[config.mk]
export PLATFORM = sky130hd
export DESIGN_NAME = adder_arbiter
export DESIGN_NICKNAME = d
export VERILOG_FILES = /design/src/rtl/adder_arbiter.sv
export SDC_FILE = /design/constraint.sdc
export NUM_CORES = 1
export LEC_CHECK = 0
export ABC_AREA = 1
export BUFFER_PORTS_ARGS = -buffer_cell sky130_fd_sc_hd__buf_2
export CAP_MARGIN = 20
export CORE_AREA = 2 2 197 199
export CTS_BUF_LIST = sky130_fd_sc_hd__clkbuf_8
export CTS_CLUSTER_SIZE = 25
export DETAILED_ROUTE_END_ITERATION = 6
export DIE_AREA = 0 0 199 201
export HOLD_SLACK_MARGIN = 0.05
export PLACE_DENSITY = 0.57
export SLEW_MARGIN = 10
export SYNTH_ARGS = -nofsm -noshare
export SYNTH_HDL_FRONTEND = slang
export SYNTH_SLANG_ARGS = --single-unit
[constraint.sdc]
create_clock -name clk_i -period 22.1 [get_ports clk_i]
set_clock_uncertainty 0.05 [all_clocks]
set_input_delay 1.105 -clock clk_i [delete_from_list [all_inputs] [get_ports clk_i]]
set_output_delay 1.105 -clock clk_i [all_outputs]
set_load 0.005 [all_outputs]
[src/rtl/adder_arbiter.sv]
// adder_arbiter: two requesters time-share one N-bit ripple adder for N- or 2N-bit add/sub.
// ripple_carry_adder_Nb inverts carry_i whenever inv_b_i is set, so carry_i=0 yields A-B.
module ripple_carry_adder_Nb #(
    parameter int N = 32
) (
    input  logic [N-1:0] a_i,
    input  logic [N-1:0] b_i,
    input  logic         inv_b_i,
    input  logic         carry_i,
    output logic [N-1:0] sum_o,
    output logic         carry_o
);
    logic [N:0]   c;
    logic [N-1:0] bx;
    assign bx   = b_i ^ {N{inv_b_i}};
    assign c[0] = carry_i ^ inv_b_i;
    for (genvar i = 0; i < N; i++) begin : g_fa
        assign sum_o[i] = a_i[i] ^ bx[i] ^ c[i];
        assign c[i+1]   = (a_i[i] & bx[i]) | (c[i] & (a_i[i] ^ bx[i]));
    end
    assign carry_o = c[N];
endmodule

module adder_arbiter #(
    parameter int N = 32
) (
    input  logic         clk_i,
    input  logic         rst_i,
    input  logic         req0_valid_i,
    output logic         req0_ready_o,
    input  logic [2*N-1:0] req0_opa_i,
    input  logic [2*N-1:0] req0_opb_i,
    input  logic         req0_sub_i,
    input  logic         req0_wide_i,
    input  logic         req1_valid_i,
    output logic         req1_ready_o,
    input  logic [2*N-1:0] req1_opa_i,
    input  logic [2*N-1:0] req1_opb_i,
    input  logic         req1_sub_i,
    input  logic         req1_wide_i,
    output logic         rsp0_valid_o,
    output logic [2*N-1:0] rsp0_res_o,
    output logic         rsp0_carry_o,
    output logic         rsp0_ovf_o,
    output logic         rsp0_zero_o,
    output logic         rsp1_valid_o,
    output logic [2*N-1:0] rsp1_res_o,
    output logic         rsp1_carry_o,
    output logic         rsp1_ovf_o,
    output logic         rsp1_zero_o,
    output logic         busy_o
);
    typedef enum logic [1:0] {IDLE, LO, HI} state_t;
    state_t         state_q, state_d;
    logic [2*N-1:0] opa_q, opb_q;
    logic           sub_q, wide_q, port_q, last_q, c_lo_q;
    logic [N-1:0]   lo_q;
    logic [1:0]     rsp_valid_q, rsp_carry_q, rsp_ovf_q, rsp_zero_q;
    logic [2*N-1:0] rsp_res_q [2];
    logic           gnt0, gnt1, acc, hi, fin, cin, ovf_d, carry;
    logic [N-1:0]   a_s, b_s, sum;
    logic [2*N-1:0] res_d;
    // last_q names the port served most recently; the other port wins a tie
    assign gnt0 = (state_q == IDLE) & ~rst_i & req0_valid_i & (~req1_valid_i | last_q);
    assign gnt1 = (state_q == IDLE) & ~rst_i & req1_valid_i & (~req0_valid_i | ~last_q);
    assign acc  = gnt0 | gnt1;
    assign hi   = state_q == HI;
    assign fin  = hi | ((state_q == LO) & ~wide_q);
    assign a_s  = hi ? opa_q[2*N-1:N] : opa_q[N-1:0];
    assign b_s  = hi ? opb_q[2*N-1:N] : opb_q[N-1:0];
    assign cin  = hi & (sub_q ^ c_lo_q);
    ripple_carry_adder_Nb #(.N(N)) u_add (
        .a_i    (a_s),
        .b_i    (b_s),
        .inv_b_i(sub_q),
        .carry_i(cin),
        .sum_o  (sum),
        .carry_o(carry)
    );
    assign ovf_d = (a_s[N-1] == (b_s[N-1] ^ sub_q)) & (sum[N-1] != a_s[N-1]);
    assign res_d = hi ? {sum, lo_q} : {{N{1'b0}}, sum};
    always_comb begin
        state_d = state_q == IDLE ? (acc ? LO : IDLE) :
                  state_q == LO   ? (wide_q ? HI : IDLE) : IDLE;
    end
    always_ff @(posedge clk_i) begin
        if (rst_i) begin
            state_q     <= IDLE;
            last_q      <= 1'b1;
            rsp_valid_q <= '0;
            rsp_carry_q <= '0;
            rsp_ovf_q   <= '0;
            rsp_zero_q  <= '0;
            rsp_res_q   <= '{default: '0};
        end else begin
            state_q     <= state_d;
            rsp_valid_q <= '0;
            if (acc) begin
                opa_q  <= gnt1 ? req1_opa_i : req0_opa_i;
                opb_q  <= gnt1 ? req1_opb_i : req0_opb_i;
                sub_q  <= gnt1 ? req1_sub_i : req0_sub_i;
                wide_q <= gnt1 ? req1_wide_i : req0_wide_i;
                port_q <= gnt1;
                last_q <= gnt1;
            end
            if (state_q == LO) begin
                lo_q   <= sum;
                c_lo_q <= carry;
            end
            if (fin) begin
                rsp_valid_q[port_q] <= 1'b1;
                rsp_res_q[port_q]   <= res_d;
                rsp_carry_q[port_q] <= carry;
                rsp_ovf_q[port_q]   <= ovf_d;
                rsp_zero_q[port_q]  <= ~|res_d;
            end
        end
    end
    assign req0_ready_o = gnt0;
    assign req1_ready_o = gnt1;
    assign busy_o       = state_q != IDLE;
    assign rsp0_valid_o = rsp_valid_q[0];
    assign rsp1_valid_o = rsp_valid_q[1];
    assign rsp0_res_o   = rsp_res_q[0];
    assign rsp1_res_o   = rsp_res_q[1];
    assign rsp0_carry_o = rsp_carry_q[0];
    assign rsp1_carry_o = rsp_carry_q[1];
    assign rsp0_ovf_o   = rsp_ovf_q[0];
    assign rsp1_ovf_o   = rsp_ovf_q[1];
    assign rsp0_zero_o  = rsp_zero_q[0];
    assign rsp1_zero_o  = rsp_zero_q[1];
endmodule
==> results of run 1 <==
per-stage QoR:
stage	std cells	hold slack (ns)	power (mW)	utilization [%]
global placement	2367	0.3917	1.048	42.52
CTS	2465	0.4114	1.548	45.24
detailed placement	2368	0.4032	1.055	42.56
global route	2468	0.4213	1.617	45.33
finish	2469	0.4073	1.531	45.33
floorplan	1529	0.3796	0.8940	-
power by group through the flow:
stage	sequential, mW	combinational [mW]	clock [mW]
2_1_floorplan	0.683	0.211	0
3_3_place_gp	0.683	0.365	0
3_5_place_dp	0.684	0.371	0
4_1_cts	0.672	0.372	0.505
5_1_grt	0.675	0.411	0.530
6_report	0.671	0.369	0.490
layer usage:
| layer | up-vias | track usage (%) | routed length, um | share of wire (%) |
|---|---|---|---|---|
| met5 | - | 0 | 0 | 0 |
| met1 | 5183 | 28.10 | 18620 | 44 |
| met4 | 0 | 8.289 | 1596 | 3.8 |
| met2 | 412 | 34.28 | 19590 | 46 |
| li1 | 5731 | - | - | - |
| met3 | 74 | 3.612 | 2441 | 5.8 |
worst max-delay path, delay by kind of cell (launching register included):
kind                       cells  cell delay, ns
muxes                          1            0.35
AOI/OAI and AO/OA              1            0.13
adders and majority gates     32           13.44
xor gates and xnor gates       1            0.21
buffers and inverters          7            0.56
and+or+nand+nor                8            1.14
DFF                            1            0.73
cell usage in the layout, fill, tap and decap left out, types with 41 or more instances in the layout:
cell	netlist	layout
edfxtp_1	164	164
mux2i_1	58	58
nor2_1	96	96
clkbuf_8	0	59
inv_1	57	77
o21ai_0	56	56
a211oi_1	41	41
nand2_1	635	634
buf_2	34	401
a21oi_1	93	93
dfxtp_1	139	139
state kept, by name, summed over array words and instances, names as in the netlist, 2 cells and up:
name and flops:
rsp1_res_o 64, lo_q 32, state_q 2, rsp_carry_q 2
opb_q 64, rsp_zero_q 2, rsp_ovf_q 2, opa_q 64
rsp0_res_o 64, rsp_valid_q 2
cells in the mapped netlist (7+ instances only):
cell type,count
nand2_1,635
edfxtp_1,164
dfxtp_1,139
nor2_1,96
a21oi_1,93
mux2i_1,58
inv_1,57
o21ai_0,56
clkbuf_1,49
a211oi_1,41
buf_2,34
fa_1,32
xor2_1,32
nand3b_1,8
inv_2,7
cell type report:
class | instances | area share [%]
diodes | 3 | 0.04346
clock buffers | 59 | 4.701
clock inverters | 38 | 1.210
inverters | 65 | 1.427
multi-input cells | 1068 | 31.87
flip-flops and latches | 303 | 44.62
well taps | 518 | 3.752
repair buffers | 415 | 12.39
worst paths after layout:
check / cells after the start / start / endpoint / slack [ns]
max: 50 / state_q[1]$_SDFF_PP0_ / rsp_zero_q[0]$_SDFFE_PP0P_ / 5.35
min: 2 / rsp1_res_o[40]$_SDFFE_PP0P_ / rsp1_res_o[40]$_SDFFE_PP0P_ / 0.41
max reg2reg: 50 / state_q[1]$_SDFF_PP0_ / rsp_zero_q[0]$_SDFFE_PP0P_ / 5.35
min reg2reg: 2 / rsp1_res_o[40]$_SDFFE_PP0P_ / rsp1_res_o[40]$_SDFFE_PP0P_ / 0.41
logic make-up after synthesis:
family                     synth area share, %
AOI/OAI and AO/OA                        7.683
xor gates and xnor gates                 2.025
adders and majority gates                4.718
buffers and inverters                    4.845
DFF                                      55.68
muxes                                    4.194
and+or+nand+nor                          20.85
==> summary.md, run 1 <==
| Metric | Value |
|---|---|
| Multi-input gate area | `about 5500 um2` |
| EDFF count, synth | `164` |
| Routed wire length | `42250 um` |
| Root Buffer | `clkbuf_8` |
| First-pass GRT wire length | `about 64000 um` |
| Remaining antenna violation count after routing | `0` |
| GR Util All Layers | `21.13%` |
| Async SR Flop Fraction | `0%` |
| Post-CTS Setup Repair Bufs | `0` |
| Period utilization | `about 76%` |
| DRT iter0 DRCs | `approximately 550` |
| Vias per Instance | `4.617` |
| P_sw | `slightly below 500 uW` |
| Synth warn | `0` |
| Number of placement rows | `72` |
| Pwr Density | `slightly below 90 nW/um2` |
| Slowest CP cell | `dfxtp_1` |
| Num Clock Sinks | `approximately 300` |
| Post-detail-place hpwl | `between 30000 and 40000 um` |
| Sw Share | `31.88%` |
| Layout net count | `2202` |
| P&R area growth vs syn | `24.80%` |
| Combinational power share | `approximately 24%` |
| Sequential fraction of the synthesis area | `55.68%` |
| Placed cell area | `approximately 16000 um2` |
| Starting Density | `roughly 36%` |
| Slew HR | `between 30% and 40%` |
| Post-CTS resize count | `0` |
| Die W | `around 200 um` |
| Dpl ws | `about 5.3 ns` |
| Detailed-route wire length per cell | `17.11 um` |
| Residual DRC | `0` |
| H-tree levels | `2` |
| Floorplan core area | `38110 um2` |
| # setup viols final | `0` |
| Die Ht | `approximately 200 um` |
| Area leader, netlist | `edfxtp_1` |
| Final worst slack | `approximately 5.4 ns` |
| Worst-Margin Slew | `0.9489 ns` |
| CP Capture Type | `flip-flop` |
| Slew Limit Fails | `0` |
| Gr ovfl total | `0` |
| Hold Buf Count CTS | `0` |
| Final hold violations | `0` |
| Int Pwr | `approximately 1.0 mW` |
| F_max | `roughly 60 MHz` |
| Vias | `11400` |
| Clock slew at reported path FFs | `~0.06 ns` |
| Pleak | `around 8.4 nW` |
| Io pins | `a little over 400` |
| CTS buffer count | `52` |
| Antenna violations before repair | `5` |
| Reg area | `7707 um2` |
| Dominant synthesized flop cell | `edfxtp_1` |
| Mapped Area | `about 14000 um2` |
| Setup TNS | `0 ns` |
| Worst skew pair latency | `~0.60 ns` |
| Share of cells above drive strength 1 | `around 26%` |
| VDD IR max | `between 0.03 and 0.04 mV` |
| Clock share of power | `between 30% and 40%` |
| Hold Crit Class | `flip-flop to flip-flop` |
| CTS tree | `yes` |
| Die area | `approximately 40000 um2` |
| Ranking of synthesized cells by area | `edfxtp_1 (36%), dfxtp_1 (20%), nand2_1 (17%), fa_1 (4.6%), mux2i_1 (4.2%)` |
| Worst path most repeated cell | `fa_1` |
| RSZ-0062 raised after global routing | `no` |
| Sequential Power Share | `a little over two fifths` |
| Data arrival, critical path | `about 17 ns` |
| Number of global-route vias before repair | `between 10000 and 15000` |
| Largest net degree at the start of global routing | `slightly below 90` |
| Syn Inst Count | `between 1500 and 2000` |
| DRT Pass-1 Iters | `4` |
| Worst-case clock buffer depth | `3` |
| Port Buffer Count | `roughly 400` |
| Crit path time final | `16.75 ns` |
| Max_cap viols | `0` |
| Critical Path RT | `22.57 ns` |
| # fillers | `approximately 3800` |
| Post-synth top area share | `between 30% and 40%` |
| CP Class | `flip-flop to flip-flop` |
| Final instance area | `around 17000 um2` |
| CP max stage delay | `approximately 0.73 ns` |
| Max FO, Critical Path | `84` |
| Startpoint Class | `flip-flop` |
| Status | `complete, no violations` |
| Synthesized area per cell | `slightly above 9 um2` |
| Syn Nets | `1826` |
| Synth Register Bits | `303` |
| Final Wtd Congestion | `approximately 0.83` |
| Number of library cell types mapped by synthesis | `28` |
Note: power is estimated with default switching activity, not from simulation.
==> run 2: changes to the inputs <==
ABC_AREA = 0   (was 1)
CORE_AREA = 2 2 196 198   (was 2 2 197 199)
DIE_AREA = 0 0 198 200   (was 0 0 199 201)
clock period = 16 ns   (was 22.1 ns; I/O delays follow)
==> summary.md, run 2 <==
| Metric | Value |
|---|---|
| Worst skew pair latency | `0.59 ns (about the same)` |
| Max FO, Critical Path | `3 (-96%)` |
| Residual DRC | `6 (+6)` |
| M1 WL | `17360 um (-6.8%)` |
| Root Buffer | `clkbuf_8` |
| CTS buffer count | `50 (-3.8%)` |
| CP max stage delay | `0.47 ns (-0.26 ns)` |
| Most common cell after layout, fill and taps aside | `buf_2` |
| DRT iter0 DRCs | `368 (-33%)` |
| Met3 WL post-DR | `2110 um (-14%)` |
| Number of placement rows | `71 (-1.4%)` |
| Starting Density | `36.80% (+0.47 points)` |
| Syn Inst Count | `1081 (-29%)` |
| H-tree levels | `2 (unchanged)` |
| Hold Buf Count CTS | `0 (unchanged)` |
| Dominant synthesized flop cell | `edfxtp_1` |
| Post-detail-place hpwl | `29020 um (-9.5%)` |
| R2r endpoint | `rsp_zero_q[1]$_SDFFE_PP0P_` |
| Syn Nets | `1378 (-25%)` |
| Vias | `9670 (-15%)` |
| EDFF count, synth | `164 (unchanged)` |
| Share of cells above drive strength 1 | `42.20% (+17 points)` |
| First-pass GRT wire length | `56590 um (-11%)` |
| Synth warn | `0 (unchanged)` |
| Ranking of synthesized cells by area | `edfxtp_1 (36%), dfxtp_1 (20%), mux2_2 (6.1%), mux2_4 (5.5%), fa_1 (4.7%)` |
| Io pins | `403 (unchanged)` |
| Synth Register Bits | `303 (unchanged)` |
| Gr ovfl total | `0 (unchanged)` |
| Clock slew at reported path FFs | `0.06 ns (about the same)` |
| DRT Pass-1 Iters | `7 (+3)` |
| Largest net degree at the start of global routing | `83 (-6.7%)` |
| Final Wtd Congestion | `0.8351 (+0.31%)` |
| Slew HR | `32.85% (-3.9 points)` |
| Detailed-route wire length per cell | `19.12 um (+12%)` |
| Post-CTS Setup Repair Bufs | `0 (unchanged)` |
| Antenna cells | `0 (-3)` |
| Post-synth top area share | `35.79% (+0.21 points)` |
| Routed wire length | `38690 um (-8.4%)` |
| Synthesized area per cell | `12.73 um2 (+41%)` |
| GR Util All Layers | `19.11% (-2.0 points)` |
| CTS tree | `yes` |
| Hold depth | `2 (unchanged)` |
| Data arrival, critical path | `15.77 ns (-1.45 ns)` |
| CP Class | `flip-flop to flip-flop` |
| P&R area growth vs syn | `24.64%` |
| Crit path time final | `15.32 ns (-1.434 ns)` |
| Number of global-route vias before repair | `9610 (-14%)` |
| Met2 wire length | `18020 um (-8.0%)` |
| Most frequent cells after synthesis | `edfxtp_1 (164), dfxtp_1 (139), nor2_1 (134), mux2_2 (75)` |
| Fin util | `45.86% (+0.53 points)` |
| Pwr Density | `121.2 nW/um2 (+37%)` |
| Worst reg-to-reg setup slack | `0.68 ns (-4.67 ns)` |
| Max_cap viols | `0 (unchanged)` |
| Antenna violations before repair | `0 (-5)` |
| Startpoint Class | `flip-flop` |
| Area leader, netlist | `edfxtp_1` |
| Top Layer Used | `met4` |
| Remaining antenna violation count after routing | `0 (unchanged)` |
| Worst-case clock buffer depth | `3 (unchanged)` |
| Slew Limit Fails | `0 (unchanged)` |
| F_max | `65.29 MHz (+9.4%)` |
| CP Capture Type | `flip-flop` |
| Port Buffer Count | `402 (unchanged)` |
| Pleak | `7.015 nW (-16%)` |
| Slowest CP cell | `fa_1` |
| Worst r2r path cells | `45 (-10%)` |
| # setup viols final | `0 (unchanged)` |
| Die Ht | `200 um (-0.50%)` |
| Number of library cell types mapped by synthesis | `47 (+68%)` |
| Failing checks | `design-rule violations` |
| Reg area | `7707 um2 (unchanged)` |
| Multi-input gate area | `5538 um2 (+0.59%)` |
| Num Clock Sinks | `303 (unchanged)` |
| Status | `finished with violations` |
| Launch point of the worst reg-to-reg path | `state_q[1]$_SDFF_PP0_` |
| Hold path endpoint | `rsp0_res_o[9]$_SDFFE_PP0P_` |
| Commonest non-fill, non-tap cells in the layout | `buf_2 (401), edfxtp_1 (164), dfxtp_1 (139), nor2_1 (132), mux2_2 (75)` |
| Sequential fraction of the synthesis area | `56.01% (+0.32 points)` |
| Period utilization | `95.72% (+20 points)` |
| Worst path most repeated cell | `fa_1` |
| Vias per Instance | `4.780 (+3.5%)` |
| Worst-Margin Slew | `1.005 ns (+0.05596 ns)` |
| Hold Crit Class | `flip-flop to flip-flop` |
| HP Start | `rsp0_res_o[9]$_SDFFE_PP0P_` |
| Die area | `39600 um2 (-1.0%)` |
| Layout net count | `1773 (-19%)` |
| Setup TNS | `0 ns (unchanged)` |
| Async SR Flop Fraction | `0% (unchanged)` |
| VDD IR max | `0.06455 mV (+64%)` |
| # fillers | `3520 (-8.0%)` |
| RSZ-0062 raised after global routing | `no` |
| Most used standard cell by instance count after synthesis | `edfxtp_1` |
| Critical Path RT | `16.46 ns (-6.11 ns)` |
| Final hold violations | `0 (unchanged)` |
| Mapped Area | `13760 um2 (-0.58%)` |
| Die W | `198 um (-0.50%)` |
| Floorplan core area | `37400 um2 (-1.9%)` |
==> run 2: through the flow <==
step           instance area, um2  hold slack [ns]  setup WS (ns)  power, mW  std cells
2_1_floorplan               13760           0.3989         0.2011      1.208       1081
3_3_place_gp                16110           0.3946        0.07277      1.409       1935
5_1_grt                     17150           0.4198        0.02017      2.179       2023
6_report                    17150           0.4030         0.6847      2.080       2023
3_5_place_dp                16110           0.3979        0.01791      1.414       1935
4_1_cts                     17110           0.4055        0.05499      2.093       2023
==> run 2: what timing repair did <==
item,in CTS,in global routing
setup endpoints to repair,2,3
pin swaps,1,3
gates resized for setup,3,13
==> run 2: kinds of logic after synthesis <==
group / count (synthesis) / share of synthesized area, %
xor+xnor: 33 / 2.100
flops: 303 / 56.01
compound gates: 168 / 8.564
buf+inv: 111 / 4.419
simple gates: 238 / 7.428
mux: 195 / 16.74
fa+ha+maj: 33 / 4.746
==> run 2: metal layers <==
layer / vias to the layer above / global-route usage, %
met5: - / 0
met4: 0 / 7.018
met3: 69 / 3.327
met2: 384 / 31.10
met1: 4504 / 25.69
li1: 4713 / -
==> run 2: worst max-delay path, delay by kind of cell, from the launching register on <==
family / cells / cell delay, ns
flip-flops: 1 / 0.33
buffers and inverters: 6 / 0.43
multiplexers: 1 / 0.22
adder cells (fa/ha/maj): 32 / 12.72
AO/OA/AOI/OAI: 3 / 0.71
AND/OR/NAND/NOR: 2 / 0.59
XOR/XNOR: 1 / 0.17
==> run 2: cell type report <==
cell class	count	area share (%)
clock inverter	30	1.101
clock buffer	58	4.654
timing repair buffer	420	12.55
tap	511	3.727
multi-input combinational	667	32.29
inverter	34	0.7440
sequential	303	44.93
==> run 2: where the power goes <==
part / internal (mW) / switching (mW) / total (mW) / leakage (nW)
logic: 0.178 / 0.307 / 0.485 / 3.79
registers: 0.898 / 0.0226 / 0.920 / 2.66
clock network: 0.363 / 0.311 / 0.674 / 0.562
==> run 2: worst max-delay path by stage <==
stage / start / end / slack [ns]
after floorplan: state_q[1]$_SDFF_PP0_ / rsp_zero_q[0]$_SDFFE_PP0P_ / 0.20
after global placement: state_q[1]$_SDFF_PP0_ / rsp_zero_q[1]$_SDFFE_PP0P_ / 0.07
after detailed placement: state_q[1]$_SDFF_PP0_ / rsp_zero_q[1]$_SDFFE_PP0P_ / 0.02
after CTS: state_q[1]$_SDFF_PP0_ / rsp_zero_q[1]$_SDFFE_PP0P_ / 0.05
after global routing: state_q[1]$_SDFF_PP0_ / rsp_zero_q[1]$_SDFFE_PP0P_ / 0.02
final: state_q[1]$_SDFF_PP0_ / rsp_zero_q[1]$_SDFFE_PP0P_ / 0.68
